--- src/rtl/tone_pwm_synth.sv ---
// Keypad note decoder driving a glitch-free PWM tone with user duty in percent.
// Define TONE_ENVELOPE_EN to build the decaying release envelope.
module tone_pwm_synth #(
  parameter int unsigned CLK_HZ      = 100_000_000,
  parameter int unsigned DUTY_MAX    = 100,
  parameter int unsigned DUTY_STEP   = 5,
  parameter int unsigned DUTY_RESET  = 50,
  parameter int unsigned DECAY_TICKS = 1_000_000,
  localparam int unsigned DW = $clog2(DUTY_MAX + 1)
) (
  input  logic          sys_clk,
  input  logic          sys_rst_n,
  input  logic          key_valid,
  input  logic [3:0]    key_code,
  input  logic          duty_up,
  input  logic          duty_down,
  output logic          tone_out,
  output logic [DW-1:0] duty,
  output logic [3:0]    note_idx,
  output logic          active
);

  localparam int unsigned P_MAX = CLK_HZ / 262;
  localparam int unsigned CW    = $clog2(P_MAX + 1);
  localparam int unsigned NW    = CW + DW;
  localparam int unsigned IW    = $clog2(NW + 1);

  typedef enum logic [1:0] {IDLE, PLAY, RELEASE} state_t;

  function automatic logic [CW-1:0] note_period(input logic [3:0] k);
    case (k)
      4'd0:    return CW'(CLK_HZ / 262);
      4'd1:    return CW'(CLK_HZ / 277);
      4'd2:    return CW'(CLK_HZ / 294);
      4'd3:    return CW'(CLK_HZ / 311);
      4'd4:    return CW'(CLK_HZ / 330);
      4'd5:    return CW'(CLK_HZ / 349);
      4'd6:    return CW'(CLK_HZ / 370);
      4'd7:    return CW'(CLK_HZ / 392);
      4'd8:    return CW'(CLK_HZ / 415);
      4'd9:    return CW'(CLK_HZ / 440);
      4'd10:   return CW'(CLK_HZ / 466);
      4'd11:   return CW'(CLK_HZ / 494);
      default: return '0;
    endcase
  endfunction

  state_t        state;
  logic [CW-1:0] cnt, cur_p, cur_h;
  logic          armed;
  logic [3:0]    tgt_note;
  logic [DW-1:0] eff_duty;
  logic          rel_done;

  logic          div_busy, res_valid;
  logic [IW-1:0] div_iter;
  logic [NW-1:0] div_num;
  logic [DW-1:0] div_rem;
  logic [CW-1:0] div_quo, div_p, res_h, res_p;
  logic [3:0]    div_note, res_note;
  logic [DW-1:0] div_eff;

  logic [DW:0]   rem_sh, rem_nx;
  logic [CW-1:0] quo_nx;
  logic          q_bit, key_ok, wrap, go_idle, load_now, need_div;
  logic          unused_bits;

  assign active      = (state != IDLE);
  assign unused_bits = ^{div_quo[CW-1], rem_nx[DW]};

  always_comb begin
    key_ok   = (key_code <= 4'd11);
    wrap     = armed && (cnt == cur_p - CW'(1));
    go_idle  = (state == RELEASE) && rel_done && (!armed || wrap);
    // first result after a press is applied at once; later ones wait for the wrap
    load_now = (state != IDLE) && res_valid && (!armed || wrap) && !go_idle;
    need_div = (state != IDLE) && ((tgt_note != div_note) || (eff_duty != div_eff));
    rem_sh   = {div_rem, div_num[NW-1]};
    q_bit    = (rem_sh >= (DW+1)'(DUTY_MAX));
    rem_nx   = q_bit ? rem_sh - (DW+1)'(DUTY_MAX) : rem_sh;
    quo_nx   = {div_quo[CW-2:0], q_bit};
  end

  always_ff @(posedge sys_clk or negedge sys_rst_n) begin
    if (!sys_rst_n) begin
      duty <= DW'(DUTY_RESET);
    end else if (duty_up && !duty_down) begin
      duty <= (duty >= DW'(DUTY_MAX - DUTY_STEP)) ? DW'(DUTY_MAX) : duty + DW'(DUTY_STEP);
    end else if (duty_down && !duty_up) begin
      duty <= (duty <= DW'(DUTY_STEP)) ? '0 : duty - DW'(DUTY_STEP);
    end
  end

`ifdef TONE_ENVELOPE_EN
  localparam int unsigned KW = $clog2(DECAY_TICKS + 1);
  logic [KW-1:0] decay_cnt;
  logic [DW-1:0] env;

  assign eff_duty = (state == RELEASE) ? env : duty;
  assign rel_done = (env == '0);

  // env shadows duty outside RELEASE so the decay starts from the user duty
  always_ff @(posedge sys_clk or negedge sys_rst_n) begin
    if (!sys_rst_n) begin
      decay_cnt <= '0;
      env       <= '0;
    end else if (state != RELEASE) begin
      decay_cnt <= '0;
      env       <= duty;
    end else if (decay_cnt == KW'(DECAY_TICKS - 1)) begin
      decay_cnt <= '0;
      env       <= (env <= DW'(DUTY_STEP)) ? '0 : env - DW'(DUTY_STEP);
    end else begin
      decay_cnt <= decay_cnt + KW'(1);
    end
  end
`else
  assign eff_duty = duty;
  assign rel_done = 1'b1;
`endif

  // restoring divider: H = P * eff_duty / DUTY_MAX, restarted on any input change
  always_ff @(posedge sys_clk or negedge sys_rst_n) begin
    if (!sys_rst_n) begin
      div_busy  <= 1'b0;
      res_valid <= 1'b0;
      div_iter  <= '0;
      div_num   <= '0;
      div_rem   <= '0;
      div_quo   <= '0;
      div_p     <= '0;
      div_note  <= 4'hF;
      div_eff   <= '0;
      res_h     <= '0;
      res_p     <= '0;
      res_note  <= 4'hF;
    end else if (state == IDLE) begin
      div_busy  <= 1'b0;
      res_valid <= 1'b0;
      div_note  <= 4'hF;
    end else if (need_div) begin
      div_busy  <= 1'b1;
      res_valid <= 1'b0;
      div_iter  <= '0;
      div_rem   <= '0;
      div_quo   <= '0;
      div_num   <= NW'(note_period(tgt_note)) * NW'(eff_duty);
      div_p     <= note_period(tgt_note);
      div_note  <= tgt_note;
      div_eff   <= eff_duty;
    end else if (div_busy) begin
      div_num  <= {div_num[NW-2:0], 1'b0};
      div_rem  <= rem_nx[DW-1:0];
      div_quo  <= quo_nx;
      div_iter <= div_iter + IW'(1);
      if (div_iter == IW'(NW - 1)) begin
        div_busy  <= 1'b0;
        res_valid <= 1'b1;
        res_h     <= quo_nx;
        res_p     <= div_p;
        res_note  <= div_note;
      end
    end else if (load_now) begin
      res_valid <= 1'b0;
    end
  end

  always_ff @(posedge sys_clk or negedge sys_rst_n) begin
    if (!sys_rst_n) begin
      state    <= IDLE;
      cnt      <= '0;
      cur_p    <= '0;
      cur_h    <= '0;
      armed    <= 1'b0;
      tgt_note <= 4'hF;
      note_idx <= 4'hF;
      tone_out <= 1'b0;
    end else if (state == IDLE) begin
      cnt      <= '0;
      tone_out <= 1'b0;
      armed    <= 1'b0;
      note_idx <= 4'hF;
      if (key_valid && key_ok) begin
        tgt_note <= key_code;
        cur_p    <= note_period(key_code);
        cur_h    <= '0;
        state    <= PLAY;
      end
    end else begin
      case (state)
        PLAY: begin
          if (!key_valid)
            state <= RELEASE;
          else if (key_ok)
            tgt_note <= key_code;
        end
        RELEASE: begin
`ifdef TONE_ENVELOPE_EN
          if (key_valid && key_ok) begin
            state    <= PLAY;
            tgt_note <= key_code;
          end
`endif
        end
        default: ;
      endcase

      if (go_idle) begin
        state    <= IDLE;
        cnt      <= '0;
        tone_out <= 1'b0;
        armed    <= 1'b0;
        note_idx <= 4'hF;
      end else if (load_now) begin
        cur_p    <= res_p;
        cur_h    <= res_h;
        note_idx <= res_note;
        cnt      <= '0;
        armed    <= 1'b1;
        tone_out <= (res_h != '0);
      end else if (wrap) begin
        cnt      <= '0;
        tone_out <= (cur_h != '0);
      end else if (armed) begin
        cnt      <= cnt + CW'(1);
        tone_out <= ((cnt + CW'(1)) < cur_h);
      end
    end
  end

endmodule
--- config.mk ---
export PLATFORM = sky130hd
export DESIGN_NAME = tone_pwm_synth
export DESIGN_NICKNAME = d
export VERILOG_FILES = /design/src/rtl/tone_pwm_synth.sv
export SDC_FILE = /design/constraint.sdc
export NUM_CORES = 1
export LEC_CHECK = 0
export ABC_CLOCK_PERIOD_IN_PS = 9880
export BUFFER_PORTS_ARGS = -buffer_cell sky130_fd_sc_hd__buf_2
export CELL_PAD_IN_SITES_DETAIL_PLACEMENT = 2
export CELL_PAD_IN_SITES_GLOBAL_PLACEMENT = 2
export CORE_MARGIN = 8
export CORE_UTILIZATION = 46
export DETAILED_ROUTE_END_ITERATION = 7
export HOLD_SLACK_MARGIN = 0.08
export MAX_ROUTING_LAYER = met4
export PLACE_DENSITY = 0.93
export SLEW_MARGIN = 20
export SYNTH_ARGS = -nofsm -noshare
export SYNTH_HDL_FRONTEND = slang
export SYNTH_SLANG_ARGS = --single-unit
--- constraint.sdc ---
create_clock -name sys_clk -period 9.88 [get_ports sys_clk]
set_input_delay 1.976 -clock sys_clk [delete_from_list [all_inputs] [get_ports sys_clk]]
set_output_delay 1.976 -clock sys_clk [all_outputs]
set_load 0.005 [all_outputs]
==> results.py, run 1 <==
metrics = {
    "clock_tree": {
        "cts_tree": "yes",
        "post_cts.repair.setup_buffers": 0,
        "htreeDepth": 1,
        "clk_latency_ps": 580,
        "clock-sinks": 206,
        "cts_hold_repair.buffers": 0,
        "cts_resized": 0,
        "ctsLongestPathBuffers": 3,
        "clk_pin_slew_ps": 60,
        "root_buffer": "clkbuf_16",
        "cts-buffers-inserted": 25,
    },
    "route": {
        "wl_per_cell_microns": 32.02,
        "drt_iter0_drc": 1006,
        "viasPerCell": 6.545,
        "dr_total_vias": 13010,
        "drcViolationCount": 0,
        "routed_wl_mm": 63.66,
        "ant_nets": 0,
        "dr.pass1.iters": 5,
    },
    "synthesis": {
        "yosys.area.top_type_share": 0.3122,
        "synth_ff_type": "dfrtp_1",
        "synth_top_family_by_area": "adder cells",
        "synth_compound_area_frac": 0.1595,
        "ys_ff_latch": 206,
        "synth_mux_area_frac": 0.05468,
        "synth_edf_count": 0,
        "yosysTopAreaCell": "dfrtp_1",
        "synth_area_leaders": "dfrtp_1, fa_1, ha_1, inv_1, nand2_1",
        "synthesis.area_sq_um": 14990,
        "synth_fa_ha_area_frac": 0.1840,
        "synth-simple-area-share": 0.1470,
        "yosysWarnings": 0,
        "syn_avg_cell_area_sq_um": 9.657,
        "synth_xor_area_frac": 0.04708,
        "syn_inst": 1552,
        "synth-async-reset-ratio": 1.000,
        "synth_cell_types": 70,
        "yosysSeqAreaShare": 0.3455,
        "syn_nets": 1731,
    },
    "worst_hold_path": {
        "hold_depth": 1,
        "holdCritStartpoint": "div_p[12]",
        "holdPathEnd": "div_p[12]",
        "hold_path_class": "flip-flop to flip-flop",
    },
    "worst_setup_path": {
        "r2r_start": "tgt_note[1]",
        "start_kind": "flip-flop",
        "rr_endpoint": "div_num[25]",
        "worst_setup_path_end_kind": "flip-flop",
        "critPathRequiredTime_ps": 10340,
        "cp.arrival_ps": 7810,
        "worstSetupPathType": "flip-flop to flip-flop",
        "slowest_delay_ps": 690,
        "cpMostUsedCell": "fa_1",
        "path_max_fanout": 8,
        "rr_worst_depth": 21,
        "r2r_slack_ps": 2530,
        "crit_path_top_delay_cell": "o22ai_1",
        "worstPathCellList": "inv_1, ha_1, nand2_1, o21ai_0, o22ai_1, and2_1, fa_1, fa_1, fa_1, inv_1, fa_1, inv_1, ha_1, and3_1, a221oi_1, o21ai_0, a21o_1, a311oi_1, o21ai_0, xnor2_1, a21oi_1",
    },
    "floorplanning": {
        "die_w_microns": 196.5,
        "die_h_microns": 196.5,
        "num_rows": 66,
        "io_pins": 22,
        "core-area_sq_um": 32290,
        "die-area_sq_um": 38610,
        "start_util": 0.4642,
    },
    "placement": {
        "gp_congestion": 0.8504,
        "dpl.hpwl_mm": 38.67,
        "port_buffers": 21,
        "placed_area_sq_um": 15420,
    },
    "global_route": {
        "grt_usage": 0.3418,
        "antenna_found_initial": 0,
        "grt_max_degree": 74,
        "grt_pass1_vias": 15090,
        "grt-ovfl-total": 0,
        "grt_pass1_wl_mm": 97.84,
    },
    "sta": {
        "finalSetupViolCount": 0,
        "max-slew-margin-rel": 0.2199,
        "fin_setup_tns_ps": 0,
        "hold_viol": 0,
        "slew_violations": 0,
        "fin_crit_ps": 7351,
        "min_period_over_period": 0.7440,
        "tightest_slew_ps": 1170,
        "rsz0062_at_grt": "false",
        "fmax_ghz": 0.1360,
        "worst_clock_skew_ps": 27.45,
    },
    "finish": {
        "nets": 1706,
        "stdcell_area_sq_um": 16280,
        "syn2layout_area_growth_pct": 8.632,
        "drive_gt1_frac": 0.1003,
    },
    "status": {
        "run_status": "finished clean",
    },
    "job": {
        "drv_cap": 0,
    },
}
## area by class of cell
cell class / instances / area, sq um
Multi-Input combinational cell: 1111 / 8907
Inverter: 147 / 551.8
Clock buffer: 34 / 729.5
Clock inverter: 11 / 131.4
Timing Repair Buffer: 36 / 226.5
Antenna cell: 1 / 2.502
Fill cell: 3228 / 16010
Sequential cell: 206 / 5180
Tap cell: 442 / 553.0
## routing by layer
metal / track usage / up-vias / share of wire
met2: 0.5998 / 558 / 0.52
met1: 0.3564 / 6861 / 0.36
met4: 0.2229 / 0 / 0.072
met3: 0.04980 / 291 / 0.042
met5: - / - / 0
li1: - / 5301 / -
## cell families (layout without fill, tap and decap cells)
family / after synthesis / in the layout
AND/OR/NAND/NOR: 439 / 439
AO/OA/AOI/OAI: 347 / 347
buffers and inverters: 235 / 228
flip-flops: 206 / 206
adder cells (fa/ha/maj): 170 / 170
XOR/XNOR: 79 / 79
multiplexers: 76 / 76
other: 0 / 1
## placed cells by master (no fill, tap or decap), types with 10 or more instances in the layout
| cell type | count |
|---|---|
| a22o_1 | 36 |
| buf_2 | 20 |
| buf_4 | 15 |
| nor4_1 | 13 |
| xor2_1 | 25 |
| nand3_1 | 50 |
| nor2_1 | 67 |
| mux2_2 | 40 |
| a21oi_1 | 55 |
| clkbuf_16 | 25 |
| xnor2_1 | 53 |
| fa_1 | 84 |
| dfstp_2 | 19 |
| nand2_1 | 135 |
| nand2b_1 | 13 |
| nor2b_1 | 27 |
| a32o_1 | 35 |
| and2_1 | 63 |
| a31oi_1 | 13 |
| inv_1 | 146 |
| a21o_1 | 23 |
| and3_1 | 14 |
| dfrtp_1 | 186 |
| mux2i_1 | 29 |
| ha_1 | 86 |
| a211oi_1 | 10 |
| nor3_1 | 18 |
| o21ai_0 | 97 |
## registers in the layout, summed over array words and instances, names as in the netlist, 5 cells and up
register,flops
div_num,26
cnt,19
cur_h,19
cur_p,19
div_p,19
res_h,19
res_p,19
div_quo,18
div_eff,7
div_rem,7
duty,7
div_iter,5
## worst max-delay path: cells and delay by family (launching register included)
family          cells  cell delay, ps
compound gates      8            2610
xor+xnor            1             160
simple gates        3             660
flops               1             640
fa+ha+maj           6            2820
buf+inv             3             330
## Yosys cell counts, types with 4 or more instances
cell / number
buf_6: 5
and2_1: 63
nor3_1: 19
a211oi_1: 10
o21a_1: 5
a32o_1: 35
nand4_1: 9
or4_1: 4
o31ai_1: 6
dfrtp_1: 187
nand2_1: 135
xnor2_1: 53
mux2_1: 7
a311oi_1: 5
fa_1: 84
nor4_1: 14
a22oi_1: 4
a31oi_1: 13
a21oi_1: 56
mux2i_1: 29
o21ai_1: 5
nor2_1: 69
o211ai_1: 8
xor2_1: 25
o22ai_1: 7
buf_1: 4
and3_1: 14
inv_1: 147
mux2_2: 40
nand3_1: 51
o221ai_1: 9
clkbuf_1: 73
ha_1: 86
a21o_1: 23
a22o_1: 36
nor2b_1: 27
o21ai_0: 97
nand2b_1: 13
dfstp_2: 19
## worst max path at each step
stage / endpoint / cells past startpoint / from / slack, ps
2_1_floorplan: div_num[25] / 21 / tgt_note[0] / 3850
3_3_place_gp: div_num[25] / 20 / tgt_note[0] / 3530
3_5_place_dp: div_num[25] / 21 / tgt_note[0] / 2930
4_1_cts: div_num[25] / 21 / tgt_note[1] / 2570
5_1_grt: div_num[25] / 21 / tgt_note[0] / 2130
6_report: div_num[25] / 21 / tgt_note[1] / 2530
## metrics by stage
step	utilization	setup WS [ps]	instances	hold WS, ps
after floorplan	-	3847	1552	459.6
after global placement	0.4775	3533	1942	471.8
after detailed placement	0.4775	2928	1942	495.6
after CTS	0.5041	2571	1987	513.4
after global routing	0.5042	2132	1987	530.2
final	0.5043	2529	1988	507.4
Power of run 1 is not shown: default switching activity piles up to over one toggle a cycle in this logic, so the estimate is an artifact.
==> run 2: changes to the inputs <==
ABC_CLOCK_PERIOD_IN_PS = 6700   (was 9880)
CORE_UTILIZATION = 38   (was 46)
PLACE_DENSITY = 0.83   (was 0.93)
clock period = 6.7 ns   (was 9.88 ns; I/O delays follow)
==> results.py, run 2 (synthesis results as in run 1) <==
metrics = {
    "worst_setup_path": {
        "cp.arrival_ps": 6690,
        "start_kind": "flip-flop",
        "worst_setup_path_end_kind": "flip-flop",
        "slowest_delay_ps": 640,
        "path_max_fanout": 8,
        "worstSetupPathType": "flip-flop to flip-flop",
        "worstPathCellList": "inv_1, ha_1, a21oi_1, nor2_1, nor2_2, nor2b_1, fa_1, fa_1, fa_1, inv_1, fa_1, inv_1, ha_1, o21ai_0, a21oi_1, a41o_1, a21o_1, a311oi_2, o21ai_0, xnor2_1, a21oi_1",
        "critPathRequiredTime_ps": 7100,
        "crit_path_top_delay_cell": "dfstp_2",
        "cpMostUsedCell": "fa_1",
    },
    "sta": {
        "min_period_over_period": 0.9387,
        "finalSetupViolCount": 0,
        "hold_viol": 0,
        "max-slew-margin-rel": 0.2871,
        "fin_crit_ps": 6289,
        "fmax_ghz": 0.1590,
        "fin_setup_tns_ps": 0,
        "rsz0062_at_grt": "false",
        "tightest_slew_ps": 1068,
        "worst_clock_skew_ps": 18.54,
        "slew_violations": 0,
    },
    "placement": {
        "placed_area_sq_um": 15600,
        "port_buffers": 21,
        "gp_congestion": 0.8162,
        "place_inst": 2030,
        "dpl.hpwl_mm": 34.28,
    },
    "status": {
        "run_status": "finished clean",
    },
    "route": {
        "dr_total_vias": 11780,
        "drcViolationCount": 0,
        "dr.pass1.iters": 5,
        "drt_iter0_drc": 544,
        "ant_nets": 0,
        "wl_per_cell_microns": 22.80,
        "routed_wl_mm": 47.36,
        "viasPerCell": 5.674,
    },
    "worst_hold_path": {
        "hold_path_class": "flip-flop to flip-flop",
    },
    "finish": {
        "layout.cells.non_filler": 2077,
        "regMostFlops": "div_num",
        "nets": 1718,
        "largest_reg_flops": 26,
        "layout_commonest_cell": "dfrtp_1",
        "stdcell_area_sq_um": 16450,
        "multi_input_area_sq_um": 8931,
        "area.sequential_sq_um": 5182,
        "mostFrequentLayoutCells": "dfrtp_1, inv_1, nand2_1",
        "syn2layout_area_growth_pct": 9.776,
        "drive_gt1_frac": 0.1046,
        "fillCellCount": 4134,
    },
    "floorplanning": {
        "start_util": 0.3860,
        "die_h_microns": 214.6,
        "die_w_microns": 214.6,
        "io_pins": 22,
        "core-area_sq_um": 38830,
        "die-area_sq_um": 46050,
        "num_rows": 72,
    },
    "global_route": {
        "grt_pass1_wl_mm": 77.96,
        "antenna_found_initial": 1,
        "grt-ovfl-total": 0,
        "grt_max_degree": 80,
        "grt_pass1_vias": 13730,
        "grt_usage": 0.2117,
    },
    "clock_tree": {
        "clk_pin_slew_ps": 60,
        "ctsLongestPathBuffers": 3,
        "root_buffer": "clkbuf_16",
        "cts_tree": "yes",
        "cts-buffers-inserted": 25,
        "clk_latency_ps": 560,
        "htreeDepth": 1,
        "cts_hold_repair.buffers": 0,
        "clock-sinks": 206,
    },
    "job": {
        "drv_cap": 0,
    },
}
-- run 2: cell count changes in the layout (fill, tap and decap cells not counted), sizes merged --
cell      previous run  this run
buf                 35        47
bufinv               2         3
clkbuf              35        39
clkinv               4         2
clkinvlp             3         1
-- run 2: what timing repair did --
action | in CTS | in global routing
endpoints found under the setup margin | 0 | 4
buffers inserted | 0 | 0
gates resized for setup | 0 | 8
-- run 2: critical path: cells and delay by family (launching register included) --
kind | cells | cell delay (ps)
flops | 1 | 640
fa+ha+maj | 6 | 2770
xor+xnor | 1 | 170
simple gates | 3 | 530
buf+inv | 3 | 300
compound gates | 8 | 1680
-- run 2: worst paths after layout --
kind / start / to / slack, ps / cells after the start
max reg2reg: tgt_note[1] / div_num[25] / 410 / 21
max in group asynchronous: sys_rst_n / cur_p[1] / 4520 / 2
min: div_eff[5] / div_eff[5] / 500 / 2
min reg2reg: div_eff[5] / div_eff[5] / 500 / 2
max: tgt_note[1] / div_num[25] / 410 / 21
min in group asynchronous: sys_rst_n / div_quo[12] / 780 / 1
-- run 2: metal layers --
| metal | wire length, microns | part of all wire | vias up | global-route usage |
|---|---|---|---|---|
| met2 | 24490 | 0.52 | 173 | 0.3734 |
| met3 | 1285 | 0.027 | 83 | 0.02200 |
| met1 | 20220 | 0.43 | 6195 | 0.2544 |
| met4 | 1373 | 0.029 | 0 | 0.06033 |
| li1 | - | - | 5333 | - |
| met5 | 0 | 0 | - | - |
-- run 2: final cells by class --
class | instances | share of cell area
sequential | 206 | 0.3150
clock inverter | 8 | 0.008289
timing repair buffer | 48 | 0.01924
clock buffer | 38 | 0.04160
multi-input combinational | 1111 | 0.5428
antenna | 1 | 0.0001521
inverter | 147 | 0.03354
tap | 518 | 0.03939
-- run 2: per-stage QoR --
stage	hold WS [ps]	utilization	setup slack [ps]
2_1_floorplan	459.6	-	666.7
3_3_place_gp	470.2	0.4018	576.2
3_5_place_dp	492.2	0.4018	273.6
4_1_cts	501.1	0.4230	133.3
5_1_grt	529.3	0.4238	62.38
6_report	497.2	0.4238	410.6
Power of run 2 is left out for the same reason.
==> run 3: changes to the inputs <==
PLACE_DENSITY = not set   (was 0.83)
PLACE_DENSITY_LB_ADDON = 0.1   (was not set)
TNS_END_PERCENT = 100   (was not set)
==> results.py, run 3 (synthesis results as in run 1) <==
metrics = {
    "status": {
        "run_status": "finished clean",
    },
    "floorplanning": {
        "num_rows": 72,
        "die-area_sq_um": 46050,
        "die_w_microns": 214.6,
        "die_h_microns": 214.6,
        "io_pins": 22,
        "start_util": 0.3860,
        "core-area_sq_um": 38830,
    },
    "clock_tree": {
        "root_buffer": "clkbuf_16",
        "ctsLongestPathBuffers": 3,
        "clk_latency_ps": 570,
        "cts_hold_repair.buffers": 0,
        "clk_pin_slew_ps": 60,
        "cts-buffers-inserted": 26,
        "clock-sinks": 206,
        "cts_tree": "yes",
        "htreeDepth": 1,
        "cts_resized": 0,
        "post_cts.repair.setup_buffers": 0,
    },
    "route": {
        "routed_wl_mm": 44.70,
        "drt_iter0_drc": 531,
        "viasPerCell": 5.543,
        "dr_total_vias": 11540,
        "dr.pass1.iters": 4,
        "ant_nets": 0,
        "wl_per_cell_microns": 21.47,
        "drcViolationCount": 0,
    },
    "finish": {
        "largest_reg_flops": 26,
        "drive_gt1_frac": 0.1119,
        "regMostFlops": "div_num",
        "nets": 1723,
        "layout_commonest_cell": "dfrtp_1",
        "syn2layout_area_growth_pct": 10.58,
        "mostFrequentLayoutCells": "dfrtp_1, inv_1, nand2_1",
        "antenna_cells": 0,
    },
    "worst_setup_path": {
        "r2r_slack_ps": 450,
        "cp.arrival_ps": 6660,
        "rr_worst_depth": 20,
        "cpMostUsedCell": "fa_1",
        "worst_setup_path_end_kind": "flip-flop",
        "r2r_start": "tgt_note[0]",
        "slowest_delay_ps": 640,
        "crit_path_top_delay_cell": "dfstp_2",
        "start_kind": "flip-flop",
        "path_max_fanout": 9,
        "critPathRequiredTime_ps": 7100,
        "rr_endpoint": "div_num[25]",
        "worstPathCellList": "ha_1, inv_1, mux2i_1, o21a_1, nor2b_1, fa_1, fa_1, fa_1, inv_1, fa_1, inv_1, ha_1, and3_1, a221oi_1, o21ai_0, a21o_1, a311oi_1, o21ai_0, xnor2_1, a21oi_1",
        "worstSetupPathType": "flip-flop to flip-flop",
    },
    "sta": {
        "fmax_ghz": 0.1599,
        "hold_viol": 0,
        "tightest_slew_ps": 983.7,
        "fin_crit_ps": 6254,
        "max-slew-margin-rel": 0.3442,
        "worst_clock_skew_ps": 13.86,
        "slew_violations": 0,
        "finalSetupViolCount": 0,
        "fin_setup_tns_ps": 0,
        "min_period_over_period": 0.9334,
        "rsz0062_at_grt": "false",
    },
    "global_route": {
        "grt_usage": 0.2015,
        "grt_pass1_wl_mm": 74.29,
        "antenna_found_initial": 1,
        "grt-ovfl-total": 0,
        "grt_max_degree": 110,
        "grt_pass1_vias": 13300,
    },
    "worst_hold_path": {
        "holdPathEnd": "div_eff[6]",
        "hold_depth": 2,
        "holdCritStartpoint": "div_eff[6]",
        "hold_path_class": "flip-flop to flip-flop",
    },
    "placement": {
        "gp_congestion": 0.8209,
        "port_buffers": 21,
        "dpl.hpwl_mm": 33.06,
    },
    "job": {
        "drv_cap": 0,
    },
}
## run 3: worst max-delay path: cells and delay by family, from the launching register on
| family | cells | cell delay, ps |
|---|---|---|
| flops | 1 | 640 |
| mux | 1 | 150 |
| buf+inv | 3 | 210 |
| xor+xnor | 1 | 170 |
| compound gates | 7 | 1740 |
| fa+ha+maj | 6 | 2800 |
| simple gates | 2 | 370 |
## run 3: layout make-up
class | count | area (sq um)
fillers | 4173 | 22250
clock buffers | 37 | 732.0
flip-flops and latches | 206 | 5179
well taps | 518 | 648.1
clock inverters | 11 | 176.4
repair buffers | 52 | 347.8
inverters | 147 | 551.8
multi-input cells | 1111 | 8940
## run 3: worst max-delay path by stage
stage           startpoint  cells past startpoint           to
2_1_floorplan  tgt_note[0]                     21  div_num[25]
3_3_place_gp   tgt_note[3]                     20  div_num[24]
3_5_place_dp   tgt_note[3]                     20  div_num[24]
4_1_cts        tgt_note[3]                     20  div_num[24]
5_1_grt        tgt_note[0]                     20  div_num[25]
6_report       tgt_note[0]                     20  div_num[25]
## run 3: stage by stage
step / instance area (sq um) / hold slack, ps / worst slack (ps) / std cells / util
2_1_floorplan: 14990 / 459.6 / 666.7 / 1552 / -
3_3_place_gp: 15630 / 472.8 / 390.6 / 2034 / 0.4026
3_5_place_dp: 15630 / 488.9 / 234.3 / 2034 / 0.4026
4_1_cts: 16540 / 503.1 / 199.7 / 2082 / 0.4260
5_1_grt: 16570 / 519.8 / 3.938 / 2082 / 0.4269
6_report: 16570 / 495.7 / 446.1 / 2082 / 0.4269
## run 3: per-layer routing
metal / vias to the layer above / part of all wire / wire length (microns) / GRT usage
met5: - / 0 / 0 / -
met4: 0 / 0.021 / 945 / 0.04593
met3: 66 / 0.016 / 718 / 0.01904
met2: 93 / 0.52 / 23020 / 0.3549
met1: 6032 / 0.45 / 20020 / 0.2482
li1: 5349 / - / - / -
Power of run 3 is left out for the same reason.
